===== src/rtl/iir_mult_sched.sv =====
// iir_mult_sched: round-robin sharing of one pipelined signed multiplier
// between NUM_CH first-order IIR channels. A registered grant drives the
// multiplier operands, a channel-tag pipeline follows each product through
// the multiplier, and the scaled, saturated result goes back to its owner
// with a one-cycle strobe.
module iir_mult_sched #(
    parameter int NUM_CH   = 4,
    parameter int A_W      = 8,
    parameter int B_W      = 8,
    parameter int MULT_LAT = 2,
    parameter int SHIFT    = 6,
    parameter int OUT_W    = 8
) (
    input  logic                          clk,
    input  logic                          reset,
    input  logic                          en,
    input  logic [NUM_CH-1:0]             req,
    input  logic [NUM_CH*A_W-1:0]         a_flat,
    input  logic [NUM_CH*B_W-1:0]         b_flat,
    output logic [NUM_CH-1:0]             grant,
    output logic [A_W-1:0]                mult_a,
    output logic [B_W-1:0]                mult_b,
    input  logic [A_W+B_W-1:0]            mult_p,
    output logic                          res_valid,
    output logic [$clog2(NUM_CH)-1:0]     res_ch,
    output logic [OUT_W-1:0]              res_data,
    output logic                          res_sat,
    output logic                          busy
);

    localparam int CH_W = $clog2(NUM_CH);
    localparam int P_W  = A_W + B_W;
    localparam int TAGS = MULT_LAT + 1;

    // Saturation limits expressed at product width so the shifted product
    // can be compared directly; the minimum is the bitwise inverse of the
    // maximum in two's complement.
    localparam logic signed [P_W-1:0] RES_MAX = P_W'((2 ** (OUT_W - 1)) - 1);
    localparam logic signed [P_W-1:0] RES_MIN = ~RES_MAX;
    localparam logic [OUT_W-1:0]      OUT_MAX = {1'b0, {(OUT_W - 1){1'b1}}};
    localparam logic [OUT_W-1:0]      OUT_MIN = {1'b1, {(OUT_W - 1){1'b0}}};

    // Per-channel operand views of the flattened input buses.
    logic [A_W-1:0] a_arr [NUM_CH];
    logic [B_W-1:0] b_arr [NUM_CH];

    genvar gi;
    generate
        for (gi = 0; gi < NUM_CH; gi++) begin : g_unpack
            assign a_arr[gi] = a_flat[gi*A_W +: A_W];
            assign b_arr[gi] = b_flat[gi*B_W +: B_W];
        end
    endgenerate

    // Arbitration state: the last winner sets the starting point of the scan.
    logic [CH_W-1:0]   last_reg;
    logic [NUM_CH-1:0] eligible;
    logic [CH_W:0]     cand;
    logic              win_found;
    logic              win_valid;
    logic [CH_W-1:0]   win_ch;
    logic [NUM_CH-1:0] grant_next;

    // Tag pipeline: stage k holds the owner of the product k edges after its
    // grant; the last stage lines up with mult_p being valid.
    logic [TAGS-1:0] tag_valid_reg;
    logic [CH_W-1:0] tag_ch_reg [TAGS];

    // Result arithmetic on the product currently at the multiplier output.
    logic signed [P_W-1:0] prod_s;
    logic signed [P_W-1:0] shifted;
    logic                  sat_hi;
    logic                  sat_lo;
    logic [OUT_W-1:0]      sat_data;

    // Round-robin scan starting one past the last winner. The channel
    // granted in the current cycle is masked so a requester that is late
    // dropping req is not granted twice back to back.
    always_comb begin
        eligible  = req & ~grant;
        cand      = '0;
        win_found = 1'b0;
        win_ch    = '0;
        for (int i = 1; i <= NUM_CH; i++) begin
            cand = {1'b0, last_reg} + (CH_W + 1)'(i);
            if (cand >= (CH_W + 1)'(NUM_CH)) begin
                cand = cand - (CH_W + 1)'(NUM_CH);
            end
            if (!win_found && eligible[cand[CH_W-1:0]]) begin
                win_found = 1'b1;
                win_ch    = cand[CH_W-1:0];
            end
        end
        win_valid  = en && win_found;
        grant_next = '0;
        if (win_valid) begin
            grant_next[win_ch] = 1'b1;
        end
    end

    // Grant register, operand registers and round-robin pointer. Operands
    // hold when nothing is granted so the multiplier inputs stay quiet.
    always_ff @(posedge clk or posedge reset) begin
        if (reset) begin
            grant    <= '0;
            mult_a   <= '0;
            mult_b   <= '0;
            last_reg <= CH_W'(NUM_CH - 1);
        end else begin
            grant <= grant_next;
            if (win_valid) begin
                mult_a   <= a_arr[win_ch];
                mult_b   <= b_arr[win_ch];
                last_reg <= win_ch;
            end
        end
    end

    // Shift the owner tag alongside the product; a cycle without a grant
    // pushes a bubble. Reset clears every tag so stale products are dropped.
    always_ff @(posedge clk or posedge reset) begin
        if (reset) begin
            tag_valid_reg <= '0;
            for (int k = 0; k < TAGS; k++) begin
                tag_ch_reg[k] <= '0;
            end
        end else begin
            tag_valid_reg[0] <= win_valid;
            tag_ch_reg[0]    <= win_ch;
            for (int k = 1; k < TAGS; k++) begin
                tag_valid_reg[k] <= tag_valid_reg[k-1];
                tag_ch_reg[k]    <= tag_ch_reg[k-1];
            end
        end
    end

    assign busy = |tag_valid_reg;

    // Floor-scale the product and clip it into the output range.
    always_comb begin
        prod_s  = $signed(mult_p);
        shifted = prod_s >>> SHIFT;
        sat_hi  = (shifted > RES_MAX);
        sat_lo  = (shifted < RES_MIN);
        if (sat_hi) begin
            sat_data = OUT_MAX;
        end else if (sat_lo) begin
            sat_data = OUT_MIN;
        end else begin
            sat_data = shifted[OUT_W-1:0];
        end
    end

    // Result register: data and channel hold between strobes, the
    // saturation flag is only meaningful alongside res_valid.
    always_ff @(posedge clk or posedge reset) begin
        if (reset) begin
            res_valid <= 1'b0;
            res_ch    <= '0;
            res_data  <= '0;
            res_sat   <= 1'b0;
        end else begin
            res_valid <= tag_valid_reg[TAGS-1];
            res_sat   <= tag_valid_reg[TAGS-1] && (sat_hi || sat_lo);
            if (tag_valid_reg[TAGS-1]) begin
                res_ch   <= tag_ch_reg[TAGS-1];
                res_data <= sat_data;
            end
        end
    end

endmodule


===== config.mk =====
export PLATFORM = sky130hd
export DESIGN_NAME = iir_mult_sched
export DESIGN_NICKNAME = d
export VERILOG_FILES = /design/src/rtl/iir_mult_sched.sv
export SDC_FILE = /design/constraint.sdc
export NUM_CORES = 1
export LEC_CHECK = 0
export CAP_MARGIN = 20
export CELL_PAD_IN_SITES_DETAIL_PLACEMENT = 1
export CELL_PAD_IN_SITES_GLOBAL_PLACEMENT = 1
export CORE_MARGIN = 4
export CORE_UTILIZATION = 26
export DETAILED_ROUTE_END_ITERATION = 10
export GPL_TIMING_DRIVEN = 1
export PLACE_DENSITY = 0.82
export SETUP_SLACK_MARGIN = 0.3
export SYNTH_ARGS = -nofsm -noshare
export SYNTH_HDL_FRONTEND = slang
export SYNTH_SLANG_ARGS = --single-unit

===== constraint.sdc =====
create_clock -name clk -period 1.82 [get_ports clk]
set_input_delay 0.546 -clock clk [delete_from_list [all_inputs] [get_ports clk]]
set_output_delay 0.546 -clock clk [all_outputs]
set_load 0.02 [all_outputs]

# After elaboration in Yosys (flattened, before gate mapping)
# Index checks and enable logic that the tools add are counted.
# Widths: inputs -> output; s select.
[word_totals] register_bits=43 in_bits=87 output_inout_bits=33
[op_classes] n_addsub=8 order_cmp=13 n_mux=31 bitwise_logic=3 n_reduce_logical=11
[ops] cell="$mux 8" n=6
[ops] cell="$bmux 8 s2" n=2
[ops] cell="$mux 2" n=8
[ops] cell="$ge 3x3->1 const B" n=5
[ops] cell="$lt 2x3->1 const B" n=5
[ops] cell="$gt 10x8->1 const B" n=1
[ops] cell="$lt 10x8->1 const B" n=1
[ops] cell="$mux 1" n=9
[ops] cell="$bmux 1 s2" n=4
[ops] cell="$sub 2x1->2 const B" n=4
[ops] cell="$add 2x2->3 const B" n=2
[ops] cell="$logic_and 1x1->1" n=6
[ops] cell="$and 4x4->4" n=1
[ops] cell="$mux 4" n=1
[ops] cell="$not 4->4" n=1
[ops] cell="$add 2x1->3 const B" n=1
[ops] cell="$add 2x3->3 const B" n=1
[ops] cell="$logic_not 1->1" n=3
[ops] cell="$not 2->3" n=1
[ops] cell="$reduce_or 3->1" n=1
[ops] cell="$demux 1 s2" n=1
[ops] cell="$ge 2x1->1 const B" n=1
[ops] cell="$logic_or 1x1->1" n=1

# Longest topological paths before layout
# Gate-level depths: netlist (run 1).
[logic_depth] word_depth=20 depth_mapped=7

# Worst setup path before layout (run 1)
# No wires, ideal clock.
[synth_path] path_type="input -> register" startpoint="input req[3]" endpoint="register mult_a[1]" setup_ps=135 arrival_ps=1732 path_slack_ps=-47 path_stages=7 path_buffers=2 cell_sequence="or3b_4 -> o311a_1 -> o32a_2 -> buf_6 -> buf_8 -> a211oi_2 -> o31ai_1"
[synth_via] elab_chain_len=17 elab_cells_between_ends=28
[synth_rtl] item="start, declared" line_no="17" source="input logic [NUM_CH-1:0] req,"
[synth_rtl] item="$and 4x4->4 (*)" line_no="80" source="eligible = req & ~grant;"
[synth_rtl] item="$bmux 1 s2" line_no="89" source="if (!win_found && eligible[cand[CH_W-1:0]]) begin"
[synth_rtl] item="$mux 1 (implied by the code)" line_no="89"
[synth_rtl] item="$mux 1" line_no="89"
[synth_rtl] item="$logic_not 1->1" line_no="89"
[synth_rtl] item="$logic_and 1x1->1" line_no="89"
[synth_rtl] item="$mux 1" line_no="89"
[synth_rtl] item="$logic_not 1->1" line_no="89"
[synth_rtl] item="$logic_and 1x1->1" line_no="89"
[synth_rtl] item="$mux 1" line_no="89"
[synth_rtl] item="$logic_not 1->1" line_no="89"
[synth_rtl] item="$logic_and 1x1->1" line_no="89"
[synth_rtl] item="$mux 2" line_no="89"
[synth_rtl] item="$not 2->3 (implied by the code)" line_no="112" source="mult_a <= a_arr[win_ch];"
[synth_rtl] item="$bmux 8 s2" line_no="112"
[synth_rtl] item="$mux 8 (implied by the code) (2 in series)" line_no="112"
[synth_rtl] item="end signal, assigned" line_no="112"
[synth_rtl] item="end, declared" line_no="21" source="output logic [A_W-1:0] mult_a,"
# Every way passes the cells marked *; elsewhere a longest branch is shown, timed or not. The select of a mux whose other input is x is not followed.
# A chain may end at the register's enable or synchronous reset.

# Worst setup path in the final report (run 1)
[layout_path] startpoint="register grant[3]" endpoint="register mult_b[2]"
[layout_via] elab_chain_len=18 elab_cells_between_ends=29
[layout_rtl] item="start, declared" line_no="20" source="output logic [NUM_CH-1:0] grant,"
[layout_rtl] item="start signal, assigned" line_no="110" source="grant <= grant_next;"
[layout_rtl] item="$not 4->4 (*)" line_no="80"
[layout_rtl] item="$and 4x4->4 (*)" line_no="80"
[layout_rtl] item="$bmux 1 s2" line_no="89"
[layout_rtl] item="$mux 1 (implied by the code)" line_no="89"
[layout_rtl] item="$mux 1" line_no="89"
[layout_rtl] item="$logic_not 1->1" line_no="89"
[layout_rtl] item="$logic_and 1x1->1" line_no="89"
[layout_rtl] item="$mux 1" line_no="89"
[layout_rtl] item="$logic_not 1->1" line_no="89"
[layout_rtl] item="$logic_and 1x1->1" line_no="89"
[layout_rtl] item="$mux 1" line_no="89"
[layout_rtl] item="$logic_not 1->1" line_no="89"
[layout_rtl] item="$logic_and 1x1->1" line_no="89"
[layout_rtl] item="$mux 2" line_no="89"
[layout_rtl] item="$not 2->3 (implied by the code)" line_no="113" source="mult_b <= b_arr[win_ch];"
[layout_rtl] item="$bmux 8 s2" line_no="113"
[layout_rtl] item="$mux 8 (implied by the code) (2 in series)" line_no="113"
[layout_rtl] item="end signal, assigned" line_no="113"
[layout_rtl] item="end, declared" line_no="22" source="output logic [B_W-1:0] mult_b,"
# Marks and branches as above.

==> summary.md, run 1 <==
| Metric | Value |
|---|---|
| Status | `complete, but fails checks` |
| Failing checks | `setup timing` |
| CP top delay family | `compound AO/OA/AOI/OAI gates` |
| Cts bufs inserted | `5` |
| Die area | `10,560 µm²` |
| Area taken by multi-input logic gates | `1344 µm²` |
| Max Fclk | `0.5282 GHz` |
| Flop2flop setup slack | `-0.07 ns` |
| VDD IR-drop max | `0.5880 mV` |
| Filler Cells Inserted | `975` |
| Placement Rows | `34` |
| Final setup vio count | `16` |
| Global-route wire length before repair | `14,590 µm` |
| Slowest cell on crit path | `dfrtp_1` |
| Ys Warns | `0` |
| CP max FO | `4` |
| Layout cells sized above 1 | `38.73%` |
| First DRT Iteration DRCs | `46` |
| Met3 routed WL | `704 µm` |
| Routed wire per std cell | `18.67 µm` |
| Slew Limit Fails | `0` |
| Post-Place Cells | `469` |
| Synthesized Nets | `333` |
| Fin Clk Skew | `0.01368 ns` |
| M1 WL | `3926 µm` |
| Commonest non-fill, non-tap cell in the layout | `clkdlybuf4s50_1` |
| Commonest non-fill, non-tap cells in the layout | `76 x clkdlybuf4s50_1, 41 x dfrtp_1, 32 x nand2_1` |
| Via/cell ratio | `4.978` |
| CTS Buffer Depth | `2` |
| Final Non-Filler Cells | `503` |
| Routed vias | `2,504` |
| Sequential element share of the synthesized area | `46.17%` |
| Worst Path Arrival | `2.08 ns` |
| Routed length on met2 | `4669 µm` |
| Routed Antenna Nets | `0` |
| Detailed placer's ending HPWL | `6171 µm` |
| Max incr delay on CP | `0.40 ns` |
| Min Tclk post-route | `1.893 ns` |
| Fin crit share | `104.0%` |
| Gpl congestion | `0.8321` |
| Worst path cell trace | `and2b_2 > a221oi_2 > o32a_4 > clkinv_8 > buf_8 > a211oi_4 > o31ai_1` |
| Syn Inst Count | `246` |
| Synth cell types | `35` |
| Port Buffers | `113` |
| CTS tree | `yes` |
| Worst Hold Class | `reg2reg` |
| Total GRT Usage | `17.88%` |
| Mean Syn Cell Area | `9.496 µm²` |
| Net count, final | `481` |
| Power per cell area | `1462 nW/µm²` |
| # Max-Cap Violations | `0` |
| Core Area | `8721 µm²` |
| Sequential cell area | `1079 µm²` |
| Required time of the critical path | `2.01 ns` |
| Vias in the first global route | `2,719` |
| Initial antenna violation count | `0` |
| Final WS setup | `-0.07337 ns` |
| Final Hold Vio Count | `0` |
| Final core occ | `49.97%` |
| Clock sinks | `43` |
| CP Capture Type | `flop` |
| Leak | `1.913 nW` |
| Startpoint Class | `flop` |
| Antenna cells | `0` |
| IO Count | `120` |
| Largest net degree at the start of global routing | `44` |
| RSZ-0062 raised after global routing | `yes` |
| Slew HR | `79.87%` |
| Highest Signal Layer | `met4` |
| Worst-path clk slew | `0.10 ns` |
| Gr ovfl total | `0` |
| CP Class | `reg2reg` |
| Setup TNS | `-0.6693 ns` |
| Area Overhead vs Synth | `86.56%` |
| Flops & latches, synth | `43` |
| Die height | `102.8 µm` |
| DR pass1 iterations | `4` |
| CP bufs+invs | `2` |
| Root buf cell | `clkbuf_8` |
| Width of the chip | `102.8 µm` |
| Regs by FF count | `mult_a x8, mult_b x8, res_data x8` |
| Worst-Skew Late Latency | `0.30 ns` |
| # H-tree levels | `2` |
| Worst slew pin tran | `0.3005 ns` |
| Final wirelength | `9389 µm` |
| Drc violations | `0` |
| Initial Util | `26.79%` |
| Synth Cell Area | `2336 µm²` |
layout make-up:
class	count	area share, %
timing repair buffer	163	36.95
multi-input combinational	168	30.84
sequential	43	24.75
tap	108	3.101
inverter	13	1.723
clock buffer	5	1.579
clock inverter	3	1.062
final timing paths:
kind                                      endpoint                    start  depth (start not counted)
setup / recovery             mult_b[2]$_DFFE_PP0P_       grant[3]$_DFF_PP0_                          7
hold / removal             tag_ch_reg[2]$_DFF_PP0_  tag_ch_reg[4]$_DFF_PP0_                          0
setup reg to reg             mult_b[2]$_DFFE_PP0P_       grant[3]$_DFF_PP0_                          7
hold reg to reg            tag_ch_reg[2]$_DFF_PP0_  tag_ch_reg[4]$_DFF_PP0_                          0
max in group asynchronous  last_reg[0]$_DFFE_PP1P_                    reset                          3
min in group asynchronous  tag_ch_reg[5]$_DFF_PP0_                    reset                          3
worst reg2reg max path, stage by stage, from the launching register on:
cell      delay (ns)
dfrtp_1         0.40
and2b_2         0.29
a221oi_2        0.26
o32a_4          0.30
clkinv_8        0.09
buf_8           0.14
a211oi_4        0.20
o31ai_1         0.10
cells in the mapped netlist, drive strengths merged:
master   number  share of area (%)
o31ai        16                5.1
buf           6                2.4
o311a         1               0.43
nand2        33                5.4
nor2b         1               0.27
nor3          4               0.86
inv          12                1.9
dfrtp        41                 44
o32a          1               0.48
dfstp         2                2.2
a221oi        1               0.64
a2bb2oi       1               0.64
and2b         3                1.1
mux2          3                1.4
o211ai        8                2.8
or3           2               0.54
o21ai         9                1.9
o41ai         1               0.70
nand3         1               0.21
or3b          1               0.48
clkbuf       16                2.7
a211oi       32                 12
and3         33                8.8
nand2b        1               0.27
clkinv        1               0.38
nor2         16                2.6
power by group:
group          internal (mW)  switching (mW)
clock network          0.414           0.369
logic                   2.00            2.07
registers               1.33           0.198
total                   3.73            2.64
through the flow:
step | power [mW] | instance area (µm²) | setup WS (ns) | hold WS, ns
after floorplan | 3.227 | 2365 | -0.03918 | 0.3312
after global placement | 4.332 | 3719 | -0.6081 | 0.3320
after detailed placement | 4.433 | 3719 | -0.6647 | 0.3363
after CTS | 6.249 | 4370 | -0.06443 | 0.3567
after global routing | 6.763 | 4358 | -0.1548 | 0.3645
final | 6.373 | 4358 | -0.07337 | 0.3543
kinds of logic after synthesis:
family	share of synthesized area, %
simple gates	20.51
compound gates	24.53
flops	46.17
buf+inv	7.338
mux	1.446
routing by layer:
metal,vias to the layer above,GRT usage [%]
met2,92,30.88
met5,-,0
li1,1182,-
met3,10,5.007
met4,0,3.785
met1,1220,22.35
repair_timing:
action                                 4_1_cts  5_1_grt
setup endpoints to repair                   58       51
endpoints found under the hold margin        0        0
hold buffers                                 0        0
resized for setup                          189       48
pin swaps                                   23        6
cloned                                       3        0
buffers inserted                            19        4
(Power assumes the default switching activity.)
==> inputs of run 2 (changes only) <==
==> constraint.sdc (replaced) <==
create_clock -name clk -period 1.82 [get_ports clk]
set_input_delay 0.273 -clock clk [delete_from_list [all_inputs] [get_ports clk]]
set_output_delay 0.273 -clock clk [all_outputs]
set_load 0.02 [all_outputs]
==> run 2 against run 1 <==
The run still ends with setup timing left. Via count fell by 2.1%. Non-clock buffer count fell by 13. Sequential share of layout area rose by 0.88 points. Fmax rose by 3.1%. First-iteration DRC count rose by 67%. Clock power fell by 18%. Utilization fell by 1.6 points. Cell count fell by 2.6%. Critical endpoint is now mult_b[6]$_DFFE_PP0P_. Highest routed layer unchanged.
==> summary.md, run 2 (synthesis gave the netlist of run 1 again) <==
| Metric | Value |
|---|---|
| Status | `complete, but fails checks (unchanged)` |
| Failing checks | `setup timing (unchanged)` |
| Detailed placer's ending HPWL | `6144 µm (was 6171 µm)` |
| Flop2flop setup slack | `-0.02 ns (was -0.07 ns)` |
| # H-tree levels | `2 (unchanged)` |
| Clock share of power | `11.6% (was 12.3%)` |
| RSZ-0062 raised after global routing | `yes (unchanged)` |
| Cts bufs inserted | `5 (unchanged)` |
| Routed Antenna Nets | `0 (unchanged)` |
| Area Overhead vs Synth | `80.56% (was 86.56%)` |
| CTS Buffer Depth | `2 (unchanged)` |
| Regs by FF count | `mult_a x8, mult_b x8, res_data x8 (unchanged)` |
| VDD IR-drop max | `0.4809 mV (was 0.5880 mV)` |
| CTS tree | `yes (unchanged)` |
| End of the worst register-to-register path | `mult_b[6]$_DFFE_PP0P_ (was mult_b[2]$_DFFE_PP0P_)` |
| Net switching power figure | `2.339 mW (was 2.639 mW)` |
| Slowest cell on crit path | `dfrtp_2 (was dfrtp_1)` |
| Antenna cells | `0 (unchanged)` |
| Final Hold Vio Count | `0 (unchanged)` |
| Power per cell area | `1310 nW/µm² (was 1462 nW/µm²)` |
| Startpoint Class | `flop (unchanged)` |
| # Max-Cap Violations | `0 (unchanged)` |
| Routed vias | `2,451 (was 2,504)` |
| Largest net degree at the start of global routing | `33 (was 44)` |
| CP top delay family | `compound AO/OA/AOI/OAI gates (unchanged)` |
| Initial Util | `26.79% (unchanged)` |
| Layout cells sized above 1 | `25.92% (was 38.73%)` |
| First DRT Iteration DRCs | `77 (was 46)` |
| CP endpoint | `mult_b[6]$_DFFE_PP0P_ (was mult_b[2]$_DFFE_PP0P_)` |
| Internal | `3.185 mW (was 3.735 mW)` |
| Die area | `10,560 µm² (unchanged)` |
| Total GRT Usage | `16.76% (was 17.88%)` |
| Final WS setup | `-0.01680 ns (was -0.07337 ns)` |
| Crit. path cell count | `6 (was 7)` |
| Commonest non-fill, non-tap cell in the layout | `clkdlybuf4s50_1 (unchanged)` |
| Fin Clk Skew | `0.01142 ns (was 0.01368 ns)` |
| CP bufs+invs | `1 (was 2)` |
| Filler Cells Inserted | `966 (was 975)` |
| Critical path startpoint | `grant[3]$_DFF_PP0_ (unchanged)` |
| Final setup vio count | `4 (was 16)` |
| Worst Hold Class | `in2async (was reg2reg)` |
| Leak | `1.912 nW (was 1.913 nW)` |
| Min Tclk post-route | `1.837 ns (was 1.893 ns)` |
| Global-route wire length before repair | `13,790 µm (was 14,590 µm)` |
| Clock sinks | `43 (unchanged)` |
| Commonest non-fill, non-tap cells in the layout | `77 x clkdlybuf4s50_1, 39 x dfrtp_1, 33 x and3_1 (was 76 x clkdlybuf4s50_1, 41 x dfrtp_1, 32 x nand2_1)` |
| Placement Rows | `34 (unchanged)` |
| Routed wire per std cell | `18.10 µm (was 18.67 µm)` |
| Worst-Skew Late Latency | `0.30 ns (about the same)` |
| Worst path cell trace | `or3b_4 > o311a_1 > o32a_4 > buf_12 > a211oi_2 > o31ai_1 (was and2b_2 > a221oi_2 > o32a_4 > clkinv_8 > buf_8 > a211oi_4 > o31ai_1)` |
| CP max FO | `8 (was 4)` |
| R2R Path Start | `grant[3]$_DFF_PP0_ (unchanged)` |
| Comb pwr share | `60.5% (was 63.8%)` |
| Max Fclk | `0.5444 GHz (was 0.5282 GHz)` |
| Final wirelength | `8868 µm (was 9389 µm)` |
| Worst slew pin tran | `0.3150 ns (was 0.3005 ns)` |
| Width of the chip | `102.8 µm (unchanged)` |
| Worst hold slack | `0.2377 ns (was 0.3543 ns)` |
| Via/cell ratio | `5.002 (was 4.978)` |
| Required time of the critical path | `2.00 ns (was 2.01 ns)` |
| CP Capture Type | `flop (unchanged)` |
| Worst Path Arrival | `2.02 ns (was 2.08 ns)` |
| Switch share | `42.34% (was 41.40%)` |
| Gr ovfl total | `0 (unchanged)` |
| Worst-path clk slew | `0.09 ns (was 0.10 ns)` |
| IO Count | `120 (unchanged)` |
| Initial antenna violation count | `0 (unchanged)` |
| Vias in the first global route | `2,721 (was 2,719)` |
| Die height | `102.8 µm (unchanged)` |
| Core Area | `8721 µm² (unchanged)` |
| Flop pwr share | `27.9% (was 23.9%)` |
| Fin crit share | `100.9% (was 104.0%)` |
| Max incr delay on CP | `0.41 ns (was 0.40 ns)` |
| Slew HR | `78.97% (was 79.87%)` |
| Drc violations | `0 (unchanged)` |
| CP Class | `reg2reg (unchanged)` |
| Tot Pwr | `5.524 mW (was 6.373 mW)` |
| Root buf cell | `clkbuf_8 (unchanged)` |
| # hold bufs at CTS | `0 (unchanged)` |
| Net count, final | `468 (was 481)` |
| R2R depth | `6 (was 7)` |
| Gpl congestion | `0.8368 (was 0.8321)` |
| Port Buffers | `113 (unchanged)` |
| DR pass1 iterations | `4 (unchanged)` |
| Slew Limit Fails | `0 (unchanged)` |
==> run 2: cell types whose count changed in the layout (fill, tap and decap cells not counted), moves of 4 or more <==
cell             delta
clkdlybuf4s15_2     -4
buf_6               -6
dlymetal6s2s_1      +4
buf_8               -7
buf_2              -26
a211oi_1            +5
dlygate4sd2_1      +30
==> run 2: repair_timing <==
action                                  4_1_cts  5_1_grt
gates resized for setup                      59       36
endpoints found under the setup margin       55       28
pin swaps                                     2        6
setup buffers                                 4        6
endpoints found under the hold margin         0        0
gates cloned                                  4        1
==> run 2: worst min path at each step <==
stage	cells after the start	startpoint	slack, ns	end
2_1_floorplan	0	tag_ch_reg[2]$_DFF_PP0_	0.33	tag_ch_reg[0]$_DFF_PP0_
3_3_place_gp	0	tag_ch_reg[4]$_DFF_PP0_	0.33	tag_ch_reg[2]$_DFF_PP0_
3_5_place_dp	0	tag_ch_reg[4]$_DFF_PP0_	0.34	tag_ch_reg[2]$_DFF_PP0_
4_1_cts	2	reset	0.25	tag_valid_reg[1]$_DFF_PP0_
5_1_grt	2	reset	0.26	grant[2]$_DFF_PP0_
6_report	2	reset	0.24	grant[2]$_DFF_PP0_
==> run 2: worst register-to-register path, cell delays in order, from the launching register on <==
cell and delay, ns:
dfrtp_2 0.41, or3b_4 0.41, o311a_1 0.15, o32a_4 0.30, buf_12 0.18, a211oi_2 0.17, o31ai_1 0.11
==> run 2: cell type report <==
| type | count | area, µm² | area share, % |
|---|---|---|---|
| Inverter | 13 | 61.31 | 1.454 |
| Sequential cell | 43 | 1081 | 25.63 |
| Clock inverter | 1 | 5.005 | 0.1187 |
| Timing Repair Buffer | 150 | 1563 | 37.05 |
| Multi-Input combinational cell | 168 | 1286 | 30.50 |
| Clock buffer | 7 | 86.33 | 2.047 |
| Tap cell | 108 | 135.1 | 3.204 |
==> run 2: routing by layer <==
layer,vias up,part of all wire (%),GRT usage [%]
met5,-,0,0
met4,0,0.74,3.785
met2,79,51,29.39
met3,4,6.3,3.992
li1,1158,-,-
met1,1210,42,20.91
==> run 2: through the flow <==
step | setup slack (ns) | instance area, µm² | instances | TNS, ns | utilization (%)
floorplan | 0.04062 | 2350 | 246 | 0 | -
CTS | 0.007299 | 4009 | 483 | 0 | 45.97
detailed placement | -0.3431 | 3702 | 467 | -6.040 | 42.45
global route | -0.1030 | 4218 | 490 | -0.8902 | 48.36
global placement | -0.2992 | 3702 | 467 | -5.157 | 42.45
finish | -0.01680 | 4218 | 490 | -0.04222 | 48.36
==> run 2: power groups by stage <==
stage | clock network (mW) | registers, mW | logic [mW]
CTS | 0.655 | 1.54 | 3.09
finish | 0.642 | 1.54 | 3.34
global route | 0.712 | 1.59 | 3.62
global placement | 0 | 1.54 | 2.78
floorplan | 0 | 1.83 | 1.38
detailed placement | 0 | 1.56 | 2.87
